$ cat src/rtl/firebird7_in_gate1_tessent_tdr_pkg.sv
// Shared types and constants for the firebird7 IJTAG test data register
// that feeds the 19-bit functional/IJTAG data mux.
package firebird7_in_gate1_tessent_tdr_pkg;

    localparam int TDR_DATA_WIDTH = 19;
    localparam int SR_WIDTH       = TDR_DATA_WIDTH + 1;
    localparam int SEL_BIT        = TDR_DATA_WIDTH;

    typedef enum logic {
        IDLE = 1'b0,
        ARM  = 1'b1
    } tdr_state_e;

endpackage

$ cat src/rtl/firebird7_in_gate1_tessent_tdr_sel_seq.sv
// Make-before-break sequencer for the mux select: a rising select waits one
// cycle in ARM so the data register is already stable; a falling select breaks at once.
module firebird7_in_gate1_tessent_tdr_sel_seq
    import firebird7_in_gate1_tessent_tdr_pkg::*;
#(
    parameter logic RESET_SELECT = 1'b0
) (
    input  logic i_clk,
    input  logic i_reset,
    input  logic i_update,
    input  logic i_req_sel,
    output logic o_select
);

    tdr_state_e r_state;
    tdr_state_e w_next_state;
    logic       r_select;
    logic       w_next_select;
    logic       r_req_sel;
    logic       w_next_req_sel;

    // NOTE: sequential state uses <= so every flop samples pre-edge values.
    always_ff @(posedge i_clk) begin
        if (i_reset) begin
            r_state   <= IDLE;
            r_select  <= RESET_SELECT;
            r_req_sel <= RESET_SELECT;
        end else begin
            r_state   <= w_next_state;
            r_select  <= w_next_select;
            r_req_sel <= w_next_req_sel;
        end
    end

    // NOTE: every output of this block is defaulted first so no latch is inferred.
    always_comb begin
        w_next_state   = r_state;
        w_next_select  = r_select;
        w_next_req_sel = i_update ? i_req_sel : r_req_sel;
        case (r_state)
            IDLE: begin
                if (i_update) begin
                    if (!i_req_sel) begin
                        w_next_select = 1'b0;
                    end else if (!r_select) begin
                        w_next_state = ARM;
                    end
                end
            end
            ARM: begin
                // A fresh update restarts the wait; a deselect cancels it outright.
                if (i_update) begin
                    if (!i_req_sel) begin
                        w_next_select = 1'b0;
                        w_next_state  = IDLE;
                    end
                end else begin
                    w_next_select = r_req_sel;
                    w_next_state  = IDLE;
                end
            end
            default: w_next_state = IDLE;
        endcase
    end

    assign o_select = r_select;

endmodule

$ cat src/rtl/firebird7_in_gate1_tessent_tdr_w19_ctl.sv
// IJTAG TDR driving the 19-bit data mux: scan shift register with capture of
// the mux readback, an update data register, and a sequenced select output.
module firebird7_in_gate1_tessent_tdr_w19_ctl
    import firebird7_in_gate1_tessent_tdr_pkg::*;
#(
    parameter int                    DATA_WIDTH   = TDR_DATA_WIDTH,
    parameter logic [DATA_WIDTH-1:0] RESET_DATA   = '0,
    parameter logic                  RESET_SELECT = 1'b0
) (
    input  logic                  ijtag_tck,
    input  logic                  ijtag_reset,
    input  logic                  ijtag_sel,
    input  logic                  ijtag_ce,
    input  logic                  ijtag_se,
    input  logic                  ijtag_ue,
    input  logic                  ijtag_si,
    output logic                  ijtag_so,
    input  logic [DATA_WIDTH-1:0] capture_data_in,
    output logic [DATA_WIDTH-1:0] ijtag_data_out,
    output logic                  ijtag_select_out
);

    logic [DATA_WIDTH:0]   r_sr;
    logic [DATA_WIDTH-1:0] r_data;
    logic                  w_shift;
    logic                  w_capture;
    logic                  w_update;

    assign w_shift   = ijtag_sel & ijtag_se;
    assign w_capture = ijtag_sel & ijtag_ce & ~ijtag_se;
    assign w_update  = ijtag_sel & ijtag_ue;

    // Capture records the select currently driven, not the one requested.
    always_ff @(posedge ijtag_tck) begin
        if (ijtag_reset) begin
            r_sr <= {RESET_SELECT, RESET_DATA};
        end else if (w_shift) begin
            r_sr <= {ijtag_si, r_sr[DATA_WIDTH:1]};
        end else if (w_capture) begin
            r_sr <= {ijtag_select_out, capture_data_in};
        end
    end

    always_ff @(posedge ijtag_tck) begin
        if (ijtag_reset) begin
            r_data <= RESET_DATA;
        end else if (w_update) begin
            r_data <= r_sr[DATA_WIDTH-1:0];
        end
    end

    firebird7_in_gate1_tessent_tdr_sel_seq #(
        .RESET_SELECT (RESET_SELECT)
    ) u_sel_seq (
        .i_clk     (ijtag_tck),
        .i_reset   (ijtag_reset),
        .i_update  (w_update),
        .i_req_sel (r_sr[DATA_WIDTH]),
        .o_select  (ijtag_select_out)
    );

    assign ijtag_so       = r_sr[0];
    assign ijtag_data_out = r_data;

endmodule

$ cat config.mk
export PLATFORM = sky130hd
export DESIGN_NAME = firebird7_in_gate1_tessent_tdr_w19_ctl
export DESIGN_NICKNAME = d
export VERILOG_FILES = /design/src/rtl/firebird7_in_gate1_tessent_tdr_pkg.sv /design/src/rtl/firebird7_in_gate1_tessent_tdr_sel_seq.sv /design/src/rtl/firebird7_in_gate1_tessent_tdr_w19_ctl.sv
export SDC_FILE = /design/constraint.sdc
export NUM_CORES = 1
export LEC_CHECK = 0
export ABC_AREA = 1
export BUFFER_PORTS_ARGS = -buffer_cell sky130_fd_sc_hd__buf_4
export CELL_PAD_IN_SITES_DETAIL_PLACEMENT = 0
export CELL_PAD_IN_SITES_GLOBAL_PLACEMENT = 1
export CORE_ASPECT_RATIO = 0.6
export CORE_UTILIZATION = 36
export CTS_CLUSTER_DIAMETER = 80
export DETAILED_ROUTE_END_ITERATION = 10
export GPL_ROUTABILITY_DRIVEN = 0
export PLACE_DENSITY_LB_ADDON = 0.1
export SYNTH_ARGS = -nofsm -noshare
export SYNTH_HDL_FRONTEND = slang
export SYNTH_SLANG_ARGS = --single-unit
$ cat constraint.sdc
create_clock -name ijtag_tck -period 0.9 [get_ports ijtag_tck]
set_input_delay 0.135 -clock ijtag_tck [delete_from_list [all_inputs] [get_ports ijtag_tck]]
set_output_delay 0.135 -clock ijtag_tck [all_outputs]
set_load 0.03 [all_outputs]
==> flow_summary.toml, run 1 <==
[floorplan]
num_rows = 20
die_w_um = 100
start_util_pct = 39.1
core_sq_um = 5310
die_h_um = 60.8
die_area_sq_um = 6080
ioPinCount = 47

[global_routing]
grt_usage_pct = 18.2
antenna_found_initial = 0
grt_max_degree = 32
grt_overflow = 0
grt_pass1_vias = 1568
grt_pass1_wl_um = 8120

[timing]
max_freq_mhz = 1080
drv_slew = 0
fin_crit_sh_pct = 103
hold_viol = 0
layout_setup_ws_ps = -26.3
final-setup-viol-count = 6
finClkSkew_ps = 2.65
relSlewSlack_pct = 82.2
rsz0062_at_grt = "yes"
worst_pin_slew_ps = 265
finalCriticalPeriod_ps = 926

[setup_path]
r2r_end = "r_sr[19]"
cp_cell_sequence = "buf_6"
rrSetupSlack_ps = 60
worstRegToRegCells = 7
slowest_delay_ps = 360
path_buf_inv = 1
worstReg2RegStart = "u_sel_seq.o_select"
cp.required_ps = 760
cp.arrival_ps = 790
cp-end-kind = "primary output"
slowest_stage = "dfxtp_2"
crit_type = "flop to primary output"
cp_max_fo = 2
cp_top_family = "flip-flops"
critical_path.startpoint_type = "flop"

[routing]
wire_per_inst_um = 10.7
drt_iter0_markers = 175
drcViolationCount = 0
antenna_left = 0
drt-pass1-iter-count = 4
wirelength_um = 4960
route.vias.total = 1892
viasPerCell = 4.10

[clock_tree]
clk_path_buf_depth = 2
cts_tree = "built"
clock_latency_ps = 300
cts_sinks = 42
clk_pin_slew_ps = 80
clockRootBuffer = "clkbuf_8"
htree_levels = 2
numCtsBuffers = 5

[outcome]
violations = "setup timing"
status = "complete, but fails checks"

[synthesis]
ys_ff_latch = 42
synth_area_sq_um = 2070
synth.yosys.seq_area_share_pct = 40.6
syn_nets = 358
syn_avg_cell_area_sq_um = 6.24
netlist_instances = 332
yosys.cell_types.count = 16
ys_warn_count = 0

[cells_and_area]
nets = 410
fin_cells = 462
diodes = 0
fillCellCount = 557
layout-drive-gt1-share_pct = 26.5
fin_area_sq_um = 2840
area_growth_pct = 36.8

[power_and_ir_drop]
max-vdd-ir-drop_uv = 599
p_per_area_nw_per_um2 = 1620
p_leak_nw = 1.60

[hold_path]
hold_path_end = "u_sel_seq.o_select"
worstHoldPathCells = 3
worstHoldStart = "ijtag_ue"
min_path_type = "input port to flop"

[placement]
placed_area_sq_um = 2560
dp_cells = 448
hpwl_um = 3530
io_buffers = 46

[job]
drv_cap = 0
## cells in the final DEF, fill, tap and decap left out
cell type      instances
clkbuf_8               5
nand2_1              105
bufinv_16              1
buf_6                 22
nand4_1                1
dfxtp_4                1
dfxtp_1               20
clkinvlp_4             1
o21ai_0               19
nand3_1               11
clkbuf_1               1
buf_12                 5
nor2_1                60
a21oi_1                2
nand2_2                1
and2_1                 1
inv_1                 60
nand3b_1               1
buf_4                 34
dfxtp_2               21
nand3_2               10
inv_2                  1
dlygate4sd3_1          2
## area by class of cell
class	count	area, sq um	area share (%)
clock buffer	6	72.6	2.56
clock inverter	2	37.5	1.32
inverter	61	229	8.08
multi-input combinational	211	906	32.0
sequential	42	871	30.7
tap	77	96.3	3.40
timing repair buffer	63	623	22.0
## power by group
part | internal [W] | total (W) | switching (W)
Sequential | 0.00200 | 0.00210 | 0.0000950
Combinational | 0.000455 | 0.00101 | 0.000553
Clock | 0.000828 | 0.00149 | 0.000664
Total | 0.00329 | 0.00460 | 0.00131
## cells in the mapped netlist
| cell | count | area [sq um] |
|---|---|---|
| nand3_1 | 11 | 55.1 |
| and2_1 | 1 | 6.26 |
| nor2_1 | 60 | 225 |
| inv_1 | 61 | 229 |
| o21ai_0 | 19 | 95.1 |
| buf_4 | 1 | 7.51 |
| nand2_2 | 1 | 6.26 |
| dfxtp_1 | 42 | 841 |
| clkbuf_1 | 6 | 22.5 |
| nand4_1 | 1 | 6.26 |
| nand2_1 | 105 | 394 |
| buf_6 | 2 | 22.5 |
| nand3_2 | 10 | 100 |
| buf_2 | 9 | 45.0 |
| nand3b_1 | 1 | 7.51 |
| a21oi_1 | 2 | 10.0 |
## per-stage QoR
step	setup slack (ps)	utilization (%)	hold slack [ps]	power (W)	TNS [ps]
after floorplan	10.7	-	204	0.00272	0
after global placement	-35.5	48.3	324	0.00307	-332
after detailed placement	-33.2	48.3	325	0.00308	-456
after CTS	-37.2	52.9	155	0.00464	-248
after global routing	-57.6	53.4	158	0.00488	-794
final	-26.3	53.4	173	0.00460	-69.3
## metal layers
metal	wire length, um	up-vias	track usage, %
met4	80	0	7.45
met5	0	-	0
li1	-	1071	-
met2	1650	45	21.3
met1	3050	768	29.8
met3	189	8	4.26
## repair_timing
action	in CTS	in global routing
hold endpoints to repair	1	0
resized for setup	43	3
pin swaps	0	1
setup buffers	1	3
setup endpoints to repair	21	23
hold buffers	2	0
## registers in the layout (all words and copies together), names as in the netlist
name and count:
u_sel_seq.r_req_sel 1, r_sr 20, ijtag_data_out 19, u_sel_seq.o_select 1, u_sel_seq.r_state 1
## cells by family after synthesis
| family | after synthesis | share of synthesized area (%) |
|---|---|---|
| buffers and inverters | 79 | 15.8 |
| AND/OR/NAND/NOR | 190 | 38.6 |
| flip-flops | 42 | 40.6 |
| AO/OA/AOI/OAI | 21 | 5.07 |
## worst max-delay path by stage
| stage | from | endpoint | slack (ps) | cells after the start |
|---|---|---|---|---|
| finish | ijtag_data_out[1] | ijtag_data_out[1] | -30 | 1 |
| global route | r_sr[0] | ijtag_so | -60 | 1 |
| CTS | r_sr[0] | ijtag_so | -40 | 1 |
| detailed placement | ijtag_sel | r_sr[14] | -30 | 7 |
| global placement | ijtag_sel | r_sr[4] | -40 | 8 |
| floorplan | u_sel_seq.o_select | u_sel_seq.o_select | 10 | 4 |
Power figures use the tool's default switching activity.
==> run 2: changes to the inputs <==
--- a/config.mk
+++ b/config.mk
@@ -9,7 +9,6 @@
 export BUFFER_PORTS_ARGS = -buffer_cell sky130_fd_sc_hd__buf_4
 export CELL_PAD_IN_SITES_DETAIL_PLACEMENT = 0
 export CELL_PAD_IN_SITES_GLOBAL_PLACEMENT = 1
-export CORE_ASPECT_RATIO = 0.6
 export CORE_UTILIZATION = 36
 export CTS_CLUSTER_DIAMETER = 80
 export DETAILED_ROUTE_END_ITERATION = 10
@@ -18,3 +17,4 @@
 export SYNTH_ARGS = -nofsm -noshare
 export SYNTH_HDL_FRONTEND = slang
 export SYNTH_SLANG_ARGS = --single-unit
+export TNS_END_PERCENT = 5
==> flow_summary.toml, run 2 (synthesized netlist as in run 1, its figures left out) <==
[outcome]
status = "complete, but fails checks"
violations = "setup timing"

[floorplan]
start_util_pct = 37.4
core_sq_um = 5540
die_h_um = 77.9
ioPinCount = 47
die_area_sq_um = 6070
die_w_um = 77.9
num_rows = 27

[cells_and_area]
fin_cells = 455
largest_reg_flops = 20
layout_commonest_cell = "nand2_1"
layout_common_cells = "104 x nand2_1, 60 x inv_1, 60 x nor2_1"
area_growth_pct = 34.3
fin_area_sq_um = 2790
layout-drive-gt1-share_pct = 26.6
fin_util_pct = 50.3
regMostFlops = "r_sr"
nets = 408
diodes = 0

[job]
drv_cap = 0

[global_routing]
grt_pass1_vias = 1727
grt_usage_pct = 17.2
antenna_found_initial = 0
grt_overflow = 0
grt_pass1_wl_um = 8030
grt_max_degree = 41

[power_and_ir_drop]
max-vdd-ir-drop_uv = 629
pwr-share-clk_pct = 29.0
p_switching_w = 0.00127
p_int_w = 0.00307
p_per_area_nw_per_um2 = 1560
power_w = 0.00434
swShare_pct = 29.4
p_leak_nw = 1.58
pwr-share-seq_pct = 48.2
p_comb_share_pct = 22.8

[timing]
finalCriticalPeriod_ps = 908
max_freq_mhz = 1100
drv_slew = 0
relSlewSlack_pct = 84.2
layout_setup_ws_ps = -7.72
final-setup-viol-count = 1
fin_crit_sh_pct = 101
rsz0062_at_grt = "yes"
finClkSkew_ps = 3.03
worst_pin_slew_ps = 237
hold_viol = 0

[clock_tree]
cts_sinks = 42
htree_levels = 2
clk_pin_slew_ps = 80
clockRootBuffer = "clkbuf_8"
numCtsBuffers = 5
clk_path_buf_depth = 2
clock_latency_ps = 290
cts_tree = "built"

[setup_path]
cp.depth = 1
critical_path.startpoint_type = "flop"
cp_cell_sequence = "buf_6"
worstSetupEndpoint = "ijtag_select_out"
worstReg2RegStart = "u_sel_seq.o_select"
cp.required_ps = 760
r2r_end = "r_sr[19]"
slowest_stage = "dfxtp_4"
slowest_delay_ps = 350
cp_max_fo = 2
critPathLaunch = "u_sel_seq.o_select"
cp.arrival_ps = 770
cp-end-kind = "primary output"
crit_type = "flop to primary output"
worstRegToRegCells = 7
rrSetupSlack_ps = 50
path_buf_inv = 1
cp_top_family = "flip-flops"

[routing]
wirelength_um = 4640
viasPerCell = 4.20
drcViolationCount = 0
route.vias.total = 1910
drt-pass1-iter-count = 4
wire_per_inst_um = 10.2
drt_iter0_markers = 100
antenna_left = 0

[hold_path]
min_path_type = "input port to flop"

[placement]
placed_area_sq_um = 2550
io_buffers = 46
place_ws_ps = -58.8
dp_cells = 444
hpwl_um = 3180
## run 2: cell type report
type / instances / area [sq um]
well taps: 72 / 90.1
repair buffers: 61 / 593
flip-flops and latches: 42 / 870
clock inverters: 2 / 12.5
inverters: 61 / 229
clock buffers: 6 / 82.6
multi-input cells: 211 / 908
fillers: 611 / 2760
## run 2: timing repair
| item | 4_1_cts | 5_1_grt |
|---|---|---|
| hold buffers | 0 | 1 |
| gates resized for setup | 43 | 3 |
| pin swaps | 0 | 2 |
| hold endpoints to repair | 0 | 1 |
| endpoints found under the setup margin | 21 | 22 |
| setup buffers | 2 | 0 |
## run 2: how the worst min path moves through the flow
stage	start	end	slack [ps]	cells past startpoint
after floorplan	ijtag_reset	u_sel_seq.o_select	200	1
after global placement	ijtag_reset	u_sel_seq.r_req_sel	320	2
after detailed placement	ijtag_reset	u_sel_seq.o_select	330	2
after CTS	ijtag_reset	u_sel_seq.o_select	2	2
after global routing	ijtag_reset	u_sel_seq.r_req_sel	10	2
final	ijtag_reset	u_sel_seq.r_req_sel	20	2
## run 2: worst register-to-register path, stage by stage (launching register included)
cell	delay, ps
dfxtp_4	350
buf_6	120
inv_2	40
nand2_2	40
nand2_1	60
nand2_1	50
inv_1	60
nor2_1	40
## run 2: metal layers
metal,vias up,GRT usage [%],share of wire [%]
met5,-,0,0
met4,0,7.22,1.6
li1,1068,-,-
met2,36,25.2,39
met1,801,23.7,56
met3,5,4.24,3.5
## run 2: power by group through the flow
stage | Clock, W | Combinational, W | Sequential [W]
6_report | 0.00126 | 0.000988 | 0.00209
2_1_floorplan | 0 | 0.000515 | 0.00221
3_3_place_gp | 0 | 0.000943 | 0.00212
5_1_grt | 0.00143 | 0.00112 | 0.00211
3_5_place_dp | 0 | 0.000947 | 0.00212
4_1_cts | 0.00131 | 0.000991 | 0.00209
## run 2: through the flow
stage          hold slack [ps]  setup TNS [ps]
2_1_floorplan              204               0
3_3_place_gp               323            -719
3_5_place_dp               328            -727
4_1_cts                   2.21           -99.0
5_1_grt                   10.3            -867
6_report                  18.6           -7.72
==> run 3: changes to the inputs <==
--- a/config.mk
+++ b/config.mk
@@ -16,5 +16,6 @@
 export PLACE_DENSITY_LB_ADDON = 0.1
 export SYNTH_ARGS = -nofsm -noshare
 export SYNTH_HDL_FRONTEND = slang
+export SYNTH_HIERARCHICAL = 1
 export SYNTH_SLANG_ARGS = --single-unit
 export TNS_END_PERCENT = 5
==> flow_summary.toml, run 3 <==
[clock_tree]
cts_tree = "built"
cts_sinks = 42
htree_levels = 2
numCtsBuffers = 5
clock_latency_ps = 290
cts.hold.buffers_added = 0
clk_pin_slew_ps = 90
clk_path_buf_depth = 2
clockRootBuffer = "clkbuf_8"

[cells_and_area]
layout_commonest_cell = "nand2_1"
nets = 414
layout_common_cells = "108 x nand2_1, 65 x inv_1, 59 x nor2_1"
largest_reg_flops = 20
diodes = 0
area_growth_pct = 34.5
fin_util_pct = 51.9
fillCellCount = 602
layout-drive-gt1-share_pct = 23.7
fin_area_sq_um = 2740
fin_cells = 459
regMostFlops = "r_sr"

[setup_path]
slowest_stage = "dfxtp_2"
crit_type = "flop to primary output"
cp_top_family = "flip-flops"
path_buf_inv = 1
r2r_end = "r_sr[19]"
slowest_delay_ps = 360
worstReg2RegStart = "u_sel_seq/o_select"
cp_max_fo = 2
rrSetupSlack_ps = 40
cp.arrival_ps = 780
cp-end-kind = "primary output"
critical_path.startpoint_type = "flop"
worstRegToRegCells = 7
cp.required_ps = 760
cp_cell_sequence = "buf_6"

[timing]
rsz0062_at_grt = "yes"
hold_viol = 0
relSlewSlack_pct = 84.4
drv_slew = 0
max_freq_mhz = 1100
final-setup-viol-count = 5
finalCriticalPeriod_ps = 910
finClkSkew_ps = 6.76
fin_crit_sh_pct = 101
tns_ps = -24.9
layout_setup_ws_ps = -10.4
worst_pin_slew_ps = 233

[power_and_ir_drop]
pwr-share-clk_pct = 29.5
power_w = 0.00434
swShare_pct = 29.4
p_int_w = 0.00306
p_switching_w = 0.00128
pwr-share-seq_pct = 48.0
p_per_area_nw_per_um2 = 1590
max-vdd-ir-drop_uv = 677
p_comb_share_pct = 22.5
p_leak_nw = 1.57

[global_routing]
grt_usage_pct = 17.5
antenna_found_initial = 0
grt_pass1_vias = 1851
grt_pass1_wl_um = 8410
grt_max_degree = 40
grt_overflow = 0

[routing]
viasPerCell = 4.38
wirelength_um = 4770
drt-pass1-iter-count = 4
wire_per_inst_um = 10.4
drt_iter0_markers = 61
antenna_left = 0
drcViolationCount = 0
route.vias.total = 2012

[synthesis]
yosys.area.top_type_share_pct = 41.4
syn_nets = 363
synth_edf_count = 0
ys_ff_latch = 42
synth.yosys.seq_area_share_pct = 41.4
synth_area_sq_um = 2030
ys_warn_count = 6
synth_area_leaders = "dfxtp_1 41%, nand2_1 20%, inv_1 12%"
synth_top_area_cell = "dfxtp_1"
syn_avg_cell_area_sq_um = 6.03
synth_flop_cell = "dfxtp_1"
synth.most_common_cell = "nand2_1"
netlist_instances = 337
ys_top_cells_by_count = "108 x nand2_1, 65 x inv_1, 59 x nor2_1"
yosys.cell_types.count = 14
async_reset_ff_share_pct = 0

[floorplan]
num_rows = 26
start_util_pct = 38.6
die_w_um = 77.2
ioPinCount = 47
die_area_sq_um = 5950
core_sq_um = 5270
die_h_um = 77.2

[outcome]
violations = "setup timing"
status = "complete, but fails checks"

[hold_path]
hold_path_end = "u_sel_seq/r_req_sel"
worstHoldStart = "ijtag_reset"
min_path_type = "input port to flop"
worstHoldPathCells = 2

[placement]
io_buffers = 46
hpwl_um = 3280
placed_area_sq_um = 2530
dp_cells = 450

[job]
drv_cap = 0
## run 3: cell count changes in the layout (fill, tap and decap cells not counted), moves of 2 or more
cell     previous run  this run
nand2_1           104       108
nand2_2             2         0
o21ai_0            19         9
nand3_2            10         0
inv_1              60        65
nand3_1            11        22
buf_4              34        38
o21ai_1             0        10
## run 3: power by group through the flow
stage / clock [W] / combinational (W) / sequential [W]
after floorplan: 0 / 0.000496 / 0.00221
after global placement: 0 / 0.000945 / 0.00210
after detailed placement: 0 / 0.000952 / 0.00211
after CTS: 0.00131 / 0.000992 / 0.00208
after global routing: 0.00138 / 0.00110 / 0.00210
final: 0.00128 / 0.000978 / 0.00208
## run 3: how the worst max path moves through the flow
stage | end | from | cells past startpoint
6_report | ijtag_data_out[7] | ijtag_data_out[7] | 1
5_1_grt | ijtag_data_out[7] | ijtag_data_out[7] | 1
4_1_cts | ijtag_data_out[7] | ijtag_data_out[7] | 1
3_5_place_dp | r_sr[15] | ijtag_sel | 8
3_3_place_gp | r_sr[6] | ijtag_se | 8
2_1_floorplan | r_sr[0] | r_sr[0] | 3
## run 3: routing by layer
metal | up-vias | track usage (%) | share of wire [%]
li1 | 1080 | - | -
met1 | 890 | 23.1 | 51
met5 | - | 0 | 0
met4 | 0 | 5.66 | 1.1
met3 | 5 | 3.45 | 3.6
met2 | 37 | 28.6 | 44
## run 3: stage by stage
| stage | hold WS, ps | worst slack, ps |
|---|---|---|
| after floorplan | 204 | 71.9 |
| after global placement | 336 | -106 |
| after detailed placement | 341 | -113 |
| after CTS | 21.9 | -26.7 |
| after global routing | 29.5 | -45.1 |
| final | 26.1 | -10.4 |
## run 3: cell families (layout without fill, tap and decap cells)
| family | Yosys count | count (layout) | synth area share (%) |
|---|---|---|---|
| and+or+nand+nor | 190 | 190 | 36.6 |
| buffers and inverters | 84 | 136 | 16.5 |
| DFF | 42 | 42 | 41.4 |
| AOI/OAI and AO/OA | 21 | 21 | 5.54 |
## run 3: final cells by class
cell class	count	area, sq um	area share (%)
Sequential cell	42	870	31.8
Multi-Input combinational cell	211	857	31.3
Clock inverter	1	5.00	0.183
Clock buffer	7	86.3	3.16
Inverter	66	248	9.06
Timing Repair Buffer	62	582	21.3
Tap cell	70	87.6	3.20
## run 3: timing repair
action,CTS,global route
setup endpoints to repair,21,22
gates resized for setup,42,0
hold endpoints to repair,0,0
setup buffers,1,0
